## config.mk

```make
export PLATFORM = sky130hd
export DESIGN_NAME = count_step_decoder
export DESIGN_NICKNAME = d
export VERILOG_FILES = /design/src/rtl/count_step_decoder_pkg.sv /design/src/rtl/count_in_sync.sv /design/src/rtl/count_step_decoder.sv
export SDC_FILE = /design/constraint.sdc
export NUM_CORES = 1
export LEC_CHECK = 0
export CAP_MARGIN = 25
export CORE_MARGIN = 4
export CORE_UTILIZATION = 45
export DETAILED_ROUTE_END_ITERATION = 6
export GPL_TIMING_DRIVEN = 0
export PLACE_DENSITY_LB_ADDON = 0.15
export SKIP_CTS_REPAIR_TIMING = 1
export SYNTH_ARGS = -nofsm -noshare
export SYNTH_HDL_FRONTEND = slang
export SYNTH_SLANG_ARGS = --single-unit
```

## constraint.sdc

```tcl
create_clock -name clk -period 2.35 [get_ports clk]
set_input_delay 0.47 -clock clk [delete_from_list [all_inputs] [get_ports clk]]
set_output_delay 0.47 -clock clk [all_outputs]
set_load 0.02 [all_outputs]
```

## src/rtl/count_step_decoder_pkg.sv

```systemverilog
// Shared encodings for the count step decoder: FSM states and modulo-4 step codes.
package count_step_decoder_pkg;

    typedef enum logic [1:0] {
        IDLE  = 2'd0,
        TRACK = 2'd1,
        ERROR = 2'd2
    } state_t;

    typedef enum logic [1:0] {
        STEP_NONE = 2'd0,
        STEP_UP   = 2'd1,
        STEP_SKIP = 2'd2,
        STEP_DOWN = 2'd3
    } step_t;

    // Modulo-4 difference between the accepted count and the reference.
    function automatic step_t classify_step(input logic [1:0] acc_v, input logic [1:0] ref_v);
        logic [1:0] delta;
        delta = acc_v - ref_v;
        return step_t'(delta);
    endfunction

endpackage

```

## src/rtl/count_in_sync.sv

```systemverilog
// Two-flop synchronizer for the asynchronous count input, with an optional
// stability filter built only when STEP_FILTER_EN is defined.
module count_in_sync
    import count_step_decoder_pkg::*;
#(
    parameter int FILT_LEN = 4
) (
    input  logic       clk,
    input  logic       rst,
    input  logic [1:0] count_in,
    output logic [1:0] acc_val,
    output logic       acc_vld
);

    if (FILT_LEN < 1 || FILT_LEN > 15) begin : g_bad_filt_len
        $error("count_in_sync: FILT_LEN must be in 1..15");
    end

    logic [1:0] sync1_q;
    logic [1:0] sync2_q;
    logic [1:0] vld_q;

    // vld_q marks when sync2_q holds a genuinely sampled value rather than reset zeros.
    always_ff @(posedge clk) begin
        if (!rst) begin
            sync1_q <= 2'b00;
            sync2_q <= 2'b00;
            vld_q   <= 2'b00;
        end else begin
            sync1_q <= count_in;
            sync2_q <= sync1_q;
            vld_q   <= {vld_q[0], 1'b1};
        end
    end

`ifdef STEP_FILTER_EN
    localparam logic [3:0] FILT_N = 4'(FILT_LEN);

    logic [1:0] cand_q, cand_d;
    logic [1:0] acc_q, acc_d;
    logic [3:0] cnt_q, cnt_d;
    logic       acc_vld_q, acc_vld_d;

    // A candidate differing from the accepted value must repeat FILT_LEN times in a row.
    always_comb begin
        cand_d    = cand_q;
        cnt_d     = cnt_q;
        acc_d     = acc_q;
        acc_vld_d = acc_vld_q;
        if (vld_q[1]) begin
            if (acc_vld_q && (sync2_q == acc_q)) begin
                cnt_d = 4'd0;
            end else begin
                if ((cnt_q != 4'd0) && (sync2_q == cand_q)) begin
                    cnt_d = cnt_q + 4'd1;
                end else begin
                    cand_d = sync2_q;
                    cnt_d  = 4'd1;
                end
                if (cnt_d == FILT_N) begin
                    acc_d     = sync2_q;
                    acc_vld_d = 1'b1;
                    cnt_d     = 4'd0;
                end
            end
        end
    end

    always_ff @(posedge clk) begin
        if (!rst) begin
            cand_q    <= 2'b00;
            acc_q     <= 2'b00;
            cnt_q     <= 4'd0;
            acc_vld_q <= 1'b0;
        end else begin
            cand_q    <= cand_d;
            acc_q     <= acc_d;
            cnt_q     <= cnt_d;
            acc_vld_q <= acc_vld_d;
        end
    end

    assign acc_val = acc_q;
    assign acc_vld = acc_vld_q;
`else
    assign acc_val = sync2_q;
    assign acc_vld = vld_q[1];
`endif

endmodule

```

## src/rtl/count_step_decoder.sv

```systemverilog
// Decodes a modulo-4 count into up/down step pulses and a running position.
// Define STEP_FILTER_EN to insert a FILT_LEN-cycle glitch filter after the synchronizer.
module count_step_decoder
    import count_step_decoder_pkg::*;
#(
    parameter int POS_W    = 8,
    parameter int FILT_LEN = 4
) (
    input  logic             clk,
    input  logic             rst,
    input  logic [1:0]       count_in,
    input  logic             clr_err,
    output logic             up_pulse,
    output logic             down_pulse,
    output logic             err,
    output logic             locked,
    output logic [POS_W-1:0] position
);

    logic [1:0] acc_val;
    logic       acc_vld;

    count_in_sync #(
        .FILT_LEN(FILT_LEN)
    ) u_sync (
        .clk     (clk),
        .rst     (rst),
        .count_in(count_in),
        .acc_val (acc_val),
        .acc_vld (acc_vld)
    );

    state_t           state_q, state_d;
    logic [1:0]       ref_q, ref_d;
    logic [POS_W-1:0] pos_q, pos_d;
    logic             up_q, up_d;
    logic             down_q, down_d;
    logic             err_q, err_d;
    logic             locked_q, locked_d;
    step_t            step;

    always_comb begin
        state_d = state_q;
        ref_d   = ref_q;
        pos_d   = pos_q;
        up_d    = 1'b0;
        down_d  = 1'b0;
        err_d   = err_q;
        step    = classify_step(acc_val, ref_q);
        case (state_q)
            IDLE: begin
                if (acc_vld) begin
                    ref_d   = acc_val;
                    state_d = TRACK;
                end
            end
            TRACK: begin
                case (step)
                    STEP_UP: begin
                        up_d  = 1'b1;
                        pos_d = pos_q + POS_W'(1);
                        ref_d = acc_val;
                    end
                    STEP_DOWN: begin
                        down_d = 1'b1;
                        pos_d  = pos_q - POS_W'(1);
                        ref_d  = acc_val;
                    end
                    // Direction of a two-step jump is unknowable; stop tracking.
                    STEP_SKIP: begin
                        err_d   = 1'b1;
                        state_d = ERROR;
                    end
                    default: ;
                endcase
            end
            ERROR: begin
                err_d = 1'b1;
                if (clr_err) begin
                    err_d   = 1'b0;
                    state_d = IDLE;
                end
            end
            default: state_d = IDLE;
        endcase
        locked_d = (state_d == TRACK);
    end

    always_ff @(posedge clk) begin
        if (!rst) begin
            state_q  <= IDLE;
            ref_q    <= 2'b00;
            pos_q    <= '0;
            up_q     <= 1'b0;
            down_q   <= 1'b0;
            err_q    <= 1'b0;
            locked_q <= 1'b0;
        end else begin
            state_q  <= state_d;
            ref_q    <= ref_d;
            pos_q    <= pos_d;
            up_q     <= up_d;
            down_q   <= down_d;
            err_q    <= err_d;
            locked_q <= locked_d;
        end
    end

    assign up_pulse   = up_q;
    assign down_pulse = down_q;
    assign err        = err_q;
    assign locked     = locked_q;
    assign position   = pos_q;

endmodule
```

==> impl_results.md, run 1 <==
* Setup TNS at 0 ns
* Worst-margin pin slew at 0.4131 ns
* Footprint of the multi-input gates at 565.5 sq um
* Hold Path End: u_sync.acc_val[1]
* Status: completed
* Hold path cells at 1
* HP Start: u_sync.sync1_q[1]
* Hold Violations, Final at 0
* Synthesized area per cell at 9.752 sq um
* FF+latch area at 441.7 sq um
* Core area at 2212 sq um
* Post-Layout Cell Count at 160
* Hpwl dp at 1.473 mm
* Tot Pwr at 752.7 uW
* DRC violations left at 0
* Clk Latency, worst-skew pair at 0.31 ns
* Cells after synthesis at 107
* Number of synthesized flops with an enable pin at 0
* Switching share of total power at 0.2154
* Via count at 877
* Worst Reg-to-Reg Cells at 11
* Fraction of registers with async set/reset at 0
* Netlist cell types at 32
* Leakage at 0.0005192 uW
* Slew HR at 0.7246
* CTS sink cnt at 22
* CTS Buffer Depth at 2
* Input/output buffers at 16
* Clock transition at path regs at 0.13 ns
* Pre-Repair DR Iteration Count at 4
* CP Data Required Time at 2.60 ns
* Area delta synth->final at 28.66%
* CP Class: flop to flop
* DP Area at 1239 sq um
* Num CTS Buffers at 3
* Final Cell Area at 1343 sq um
* Routability cong. at 0.8195
* Starting DRT DRC Count at 13
* P_int at 590.5 uW
* Top FF cell, synth: dfxtp_1
* Grt total ovfl at 0
* Layout cells sized above 1 at 0.1591
* Mapped cell area at 1044 sq um
* Clock skew at 0.002687 ns
* Leading cell type in the layout, fill and taps excluded: dfxtp_1
* R2r startpoint: u_sync.acc_val[0]
* Flop2flop setup slack at 0.18 ns
* CTS H-Tree Depth at 1
* Aggregate global-route resource usage at 0.1348
* Via density per instance at 5.481
* Initial Utilization at 0.4717
* DRT antenna net count at 0
* Max Fclk at 461.6 MHz
* Pwr/cell area at 560.6 nW/um^2
* Antenna diodes at 0
* Placed Cells at 151
* Crit end category: flop
* Tcrit/Tclk final at 0.9220
* Root Buffer: clkbuf_4
* Crit-path max FO at 9
* # rows at 17
* Seq/Total Area, Yosys at 0.4221
* Seq pwr share at 0.519
* Die Y at 56.16 um
* Fillers at 210
* Min-Delay Path Class: flop to flop
* Final setup vio count at 0
* CTS tree: done
* Ports at 17
* Die area at 3153 sq um
* Max_cap viols at 0
* Peak VDD IR at 0.2855 mV
* First-pass GRT wire length at 3.450 mm
* Logic pwr share at 0.093
* Synth warn at 0
* Nets at 140
* Crit path time final at 2.167 ns
* Reg-to-Reg End: position[6]
* DR WL/cell at 13.19 um
* Post-synthesis register bit count at 22
* Pins over their slew limit at 0
* Largest net degree at the start of global routing at 14
* Clk pwr share at 0.388
* Final core utilization at 0.6069
* Switching power at 162.1 uW
* Initial antenna violation count at 0
* Startpoint Class: flop
* Die W at 56.16 um
* Net Count, Synth at 114
* Worst EP arrival at 2.42 ns
* Number of global-route vias before repair at 816
* Most frequent cells in the layout: 21 x dfxtp_1, 16 x clkdlybuf4s50_1, 11 x nor2_1, 10 x mux2i_1
* WL final at 2.110 mm
## logic make-up after synthesis
kind of cell / Yosys count / share of synthesized area
flops: 22 / 0.4221
compound gates: 15 / 0.1139
mux: 10 / 0.09593
buf+inv: 9 / 0.03837
fa+ha+maj: 2 / 0.02398
xor+xnor: 4 / 0.06355
simple gates: 45 / 0.2422
## layer usage
| metal | up-vias | GRT usage | share of wire | wire, um |
|---|---|---|---|---|
| li1 | 432 | - | - | - |
| met1 | 416 | 0.1603 | 0.45 | 940 |
| met2 | 25 | 0.2321 | 0.47 | 1000 |
| met3 | 4 | 0.02552 | 0.062 | 131 |
| met4 | 0 | 0.06102 | 0.018 | 37 |
| met5 | - | 0 | 0 | 0 |
## power groups by stage
stage	Combinational (uW)	Sequential, uW	Clock, uW
after floorplan	39.9	400	0
final	70.1	390	292
after CTS	64.6	390	300
after global placement	62.0	398	0
after detailed placement	64.1	398	0
after global routing	75.4	392	316
## critical path, cell delays in order, from the launching register on
cell and delay [ns]:
dfxtp_2 0.35, inv_1 0.04, ha_1 0.29, buf_6 0.15
clkinvlp_4 0.10, nand2_4 0.07, xnor2_1 0.13, ha_2 0.22
nor2_1 0.09, nand3_1 0.12, o41ai_2 0.34, mux2i_1 0.21
## area by class of cell
type	instances	share of cell area
Inverter	4	0.01398
Buffer	5	0.02330
Sequential cell	22	0.3290
Timing Repair Buffer	21	0.1473
Multi-Input combinational cell	76	0.4212
Clock buffer	3	0.01678
Clock inverter	1	0.02237
Tap cell	28	0.02610
## sequential cells by signal (all words and copies together), names as in the netlist
signal          flops
err                 1
u_sync.sync1_q      2
ref_q               2
locked              1
position            8
u_sync.acc_val      2
u_sync.vld_q        2
down_pulse          1
state_q             2
up_pulse            1
## worst max-delay path by stage
stage / startpoint / to / slack [ns] / cells past startpoint
2_1_floorplan: u_sync.acc_val[0] / position[2] / 0.34 / 11
3_5_place_dp: u_sync.acc_val[0] / position[6] / 0.08 / 11
6_report: u_sync.acc_val[0] / position[6] / 0.18 / 11
5_1_grt: u_sync.acc_val[0] / position[6] / -0.008 / 11
3_3_place_gp: u_sync.acc_val[0] / position[6] / 0.15 / 11
4_1_cts: u_sync.acc_val[0] / position[6] / 0.05 / 11
## cell usage after synthesis, drive strengths merged, types with 2 or more instances
cell type	instances	area [sq um]
nand2	8	37.54
o2111ai	3	26.28
o21ai	4	20.01
and4	3	26.28
nor2	11	41.29
inv	3	11.26
xnor2	2	17.52
dfxtp	22	440.4
nor3	2	10.01
a211oi	2	15.01
o41ai	2	32.53
a21oi	2	10.01
nand2b	7	43.79
buf	3	17.52
clkbuf	2	7.510
ha	2	25.02
and2	5	31.28
mux2i	10	100.1
nand4	4	25.02
## stage by stage
step / worst slack, ns / hold WS [ns]
after floorplan: 0.3429 / 0.4119
final: 0.1834 / 0.4474
after global placement: 0.1472 / 0.4145
after CTS: 0.04822 / 0.4502
after global routing: -0.007685 / 0.4767
after detailed placement: 0.07857 / 0.4193
No activity file was read; power rests on OpenSTA's default activity.
==> run 2, diff against run 1 <==
==> constraint.sdc (replaced) <==
create_clock -name clk -period 2.7 [get_ports clk]
set_input_delay 0.54 -clock clk [delete_from_list [all_inputs] [get_ports clk]]
set_output_delay 0.54 -clock clk [all_outputs]
set_load 0.02 [all_outputs]
==> run 2 against run 1 <==
Global-route usage stayed put. Design area is 3.8% lower. Fmax is 4.5% lower. Cell count down 3.1%. Die area stayed put. Clock-buffer cell count is the same. Clock power is 13% lower. Worst setup slack better by 0.25 ns. Critical path depth stayed put. Largest power group unchanged.
==> impl_results.md, run 2 (synthesis gave the netlist of run 1 again) <==
* Largest net degree at the start of global routing at 14 (unchanged)
* Switching share of total power at 0.2142 (-0.001207)
* Starting DRT DRC Count at 6 (-7)
* Area delta synth->final at 23.74%
* Initial Utilization at 0.4717 (unchanged)
* Input/output buffers at 16 (unchanged)
* DRT antenna net count at 0 (unchanged)
* Final Cell Area at 1291 sq um (-3.8%)
* Leading cell type in the layout, fill and taps excluded: dfxtp_1
* Slew HR at 0.7314 (+0.006808)
* Startpoint Class: flop
* Aggregate global-route resource usage at 0.1348 (unchanged)
* Die area at 3153 sq um (unchanged)
* DR WL/cell at 12.90 um (-2.2%)
* Largest register FFs at 8 (unchanged)
* Worst path slowest cell: dfxtp_1
* Num CTS Buffers at 3 (unchanged)
* Via density per instance at 5.419 (-1.1%)
* Pwr/cell area at 502.8 nW/um^2 (-10%)
* First-pass GRT wire length at 3.450 mm (unchanged)
* Crit end category: flop
* Hold Violations, Final at 0 (unchanged)
* Die Y at 56.16 um (unchanged)
* WL final at 1.999 mm (-5.3%)
* Pins over their slew limit at 0 (unchanged)
* Setup TNS at 0 ns (unchanged)
* Max Fclk at 440.8 MHz (-4.5%)
* Peak VDD IR at 0.2563 mV (-10%)
* Crit-path max FO at 9 (unchanged)
* DP Area at 1239 sq um (unchanged)
* Routability cong. at 0.8195 (unchanged)
* Root Buffer: clkbuf_4
* Die W at 56.16 um (unchanged)
* Tot Pwr at 649.2 uW (-14%)
* Most frequent cells in the layout: 22 x dfxtp_1, 16 x clkdlybuf4s50_1, 11 x nor2_1, 10 x mux2i_1
* CP top delay family: adder cells
* Grt total ovfl at 0 (unchanged)
* CTS Buffer Depth at 2 (unchanged)
* Worst-margin pin slew at 0.4029 ns (-0.01021 ns)
* Nets at 135 (-3.6%)
* CTS sink cnt at 22 (unchanged)
* Leakage at 0.0004977 uW (-4.1%)
* Clk pwr share at 0.392 (+0.004)
* Worst EP arrival at 2.52 ns (+0.10 ns)
* Initial antenna violation count at 0 (unchanged)
* Seq pwr share at 0.523 (+0.004)
* Clock transition at path regs at 0.13 ns (about the same)
* # rows at 17 (unchanged)
* Logic pwr share at 0.085 (-0.008)
* Status: completed
* Layout cells sized above 1 at 0.1024 (-0.05673)
* Via count at 840 (-4.2%)
* Number of global-route vias before repair at 816 (unchanged)
* Cell mode on critical path: ha_1
* Hpwl dp at 1.473 mm (unchanged)
* Max_cap viols at 0 (unchanged)
* Switching power at 139.1 uW (-14%)
* Antenna diodes at 0 (unchanged)
* CP Data Required Time at 2.95 ns (+0.35 ns)
* Pre-Repair DR Iteration Count at 4 (unchanged)
* CP cell instances: inv_1, ha_1, buf_2, clkinv_1, nand2_4, xnor2_1, ha_1, nor2_1, nand3_1, o41ai_2, mux2i_1
* CP Class: flop to flop
* CTS H-Tree Depth at 1 (unchanged)
* DRC violations left at 0 (unchanged)
* RSZ-0062 raised after global routing: no
* P_int at 510.2 uW (-14%)
* Min-Delay Path Class: flop to flop
* Clock skew at 0.0006574 ns (-0.002029 ns)
* Critical path's largest stage delay at 0.36 ns (about the same)
* Core area at 2212 sq um (unchanged)
* Final setup vio count at 0 (unchanged)
* Ports at 17 (unchanged)
* Tcrit/Tclk final at 0.8403 (-0.08167)
* Worst Path Buf+Inv at 3 (unchanged)
* Crit path time final at 2.269 ns (+0.1022 ns)
* Clk Latency, worst-skew pair at 0.31 ns (about the same)
* CTS tree: done
-- run 2: power groups by stage --
stage / Combinational (uW) / Sequential (uW) / Clock, uW
floorplan: 34.7 / 348 / 0
global placement: 54.0 / 346 / 0
detailed placement: 55.8 / 347 / 0
CTS: 56.2 / 340 / 261
global route: 60.2 / 341 / 275
finish: 55.4 / 340 / 254
-- run 2: area by class of cell --
cell class	instances	area, sq um
Timing Repair Buffer	16	160.2
Multi-Input combinational cell	76	563.0
Fill cell	219	920.9
Buffer	5	25.02
Clock buffer	3	22.52
Tap cell	28	35.03
Inverter	4	15.01
Sequential cell	22	440.4
Clock inverter	1	30.03
-- run 2: final timing paths --
kind / from / to / slack (ns) / depth (start not counted)
worst max-delay path: u_sync.acc_val[0] / position[6] / 0.43 / 11
worst min-delay path: u_sync.sync1_q[1] / u_sync.acc_val[1] / 0.45 / 1
worst max register to register: u_sync.acc_val[0] / position[6] / 0.43 / 11
worst min register to register: u_sync.sync1_q[1] / u_sync.acc_val[1] / 0.45 / 1
-- run 2: routing by layer --
layer  vias up  part of all wire  track usage  wire (um)
li1        420                 -            -          -
met1       399              0.46       0.1603        922
met2        17              0.47       0.2321        946
met3         4             0.047      0.02552         93
met4         0             0.019      0.06102         37
met5         -                 0            0          0
-- run 2: through the flow --
step                      cells  hold slack (ns)  utilization  setup WS [ns]
after floorplan             107           0.4119            -         0.6929
after global placement      151           0.4145       0.5600         0.4972
after detailed placement    151           0.4193       0.5600         0.4286
after CTS                   155           0.4502       0.5837         0.3982
after global routing        155           0.4767       0.5837         0.1725
final                       155           0.4480       0.5837         0.4312
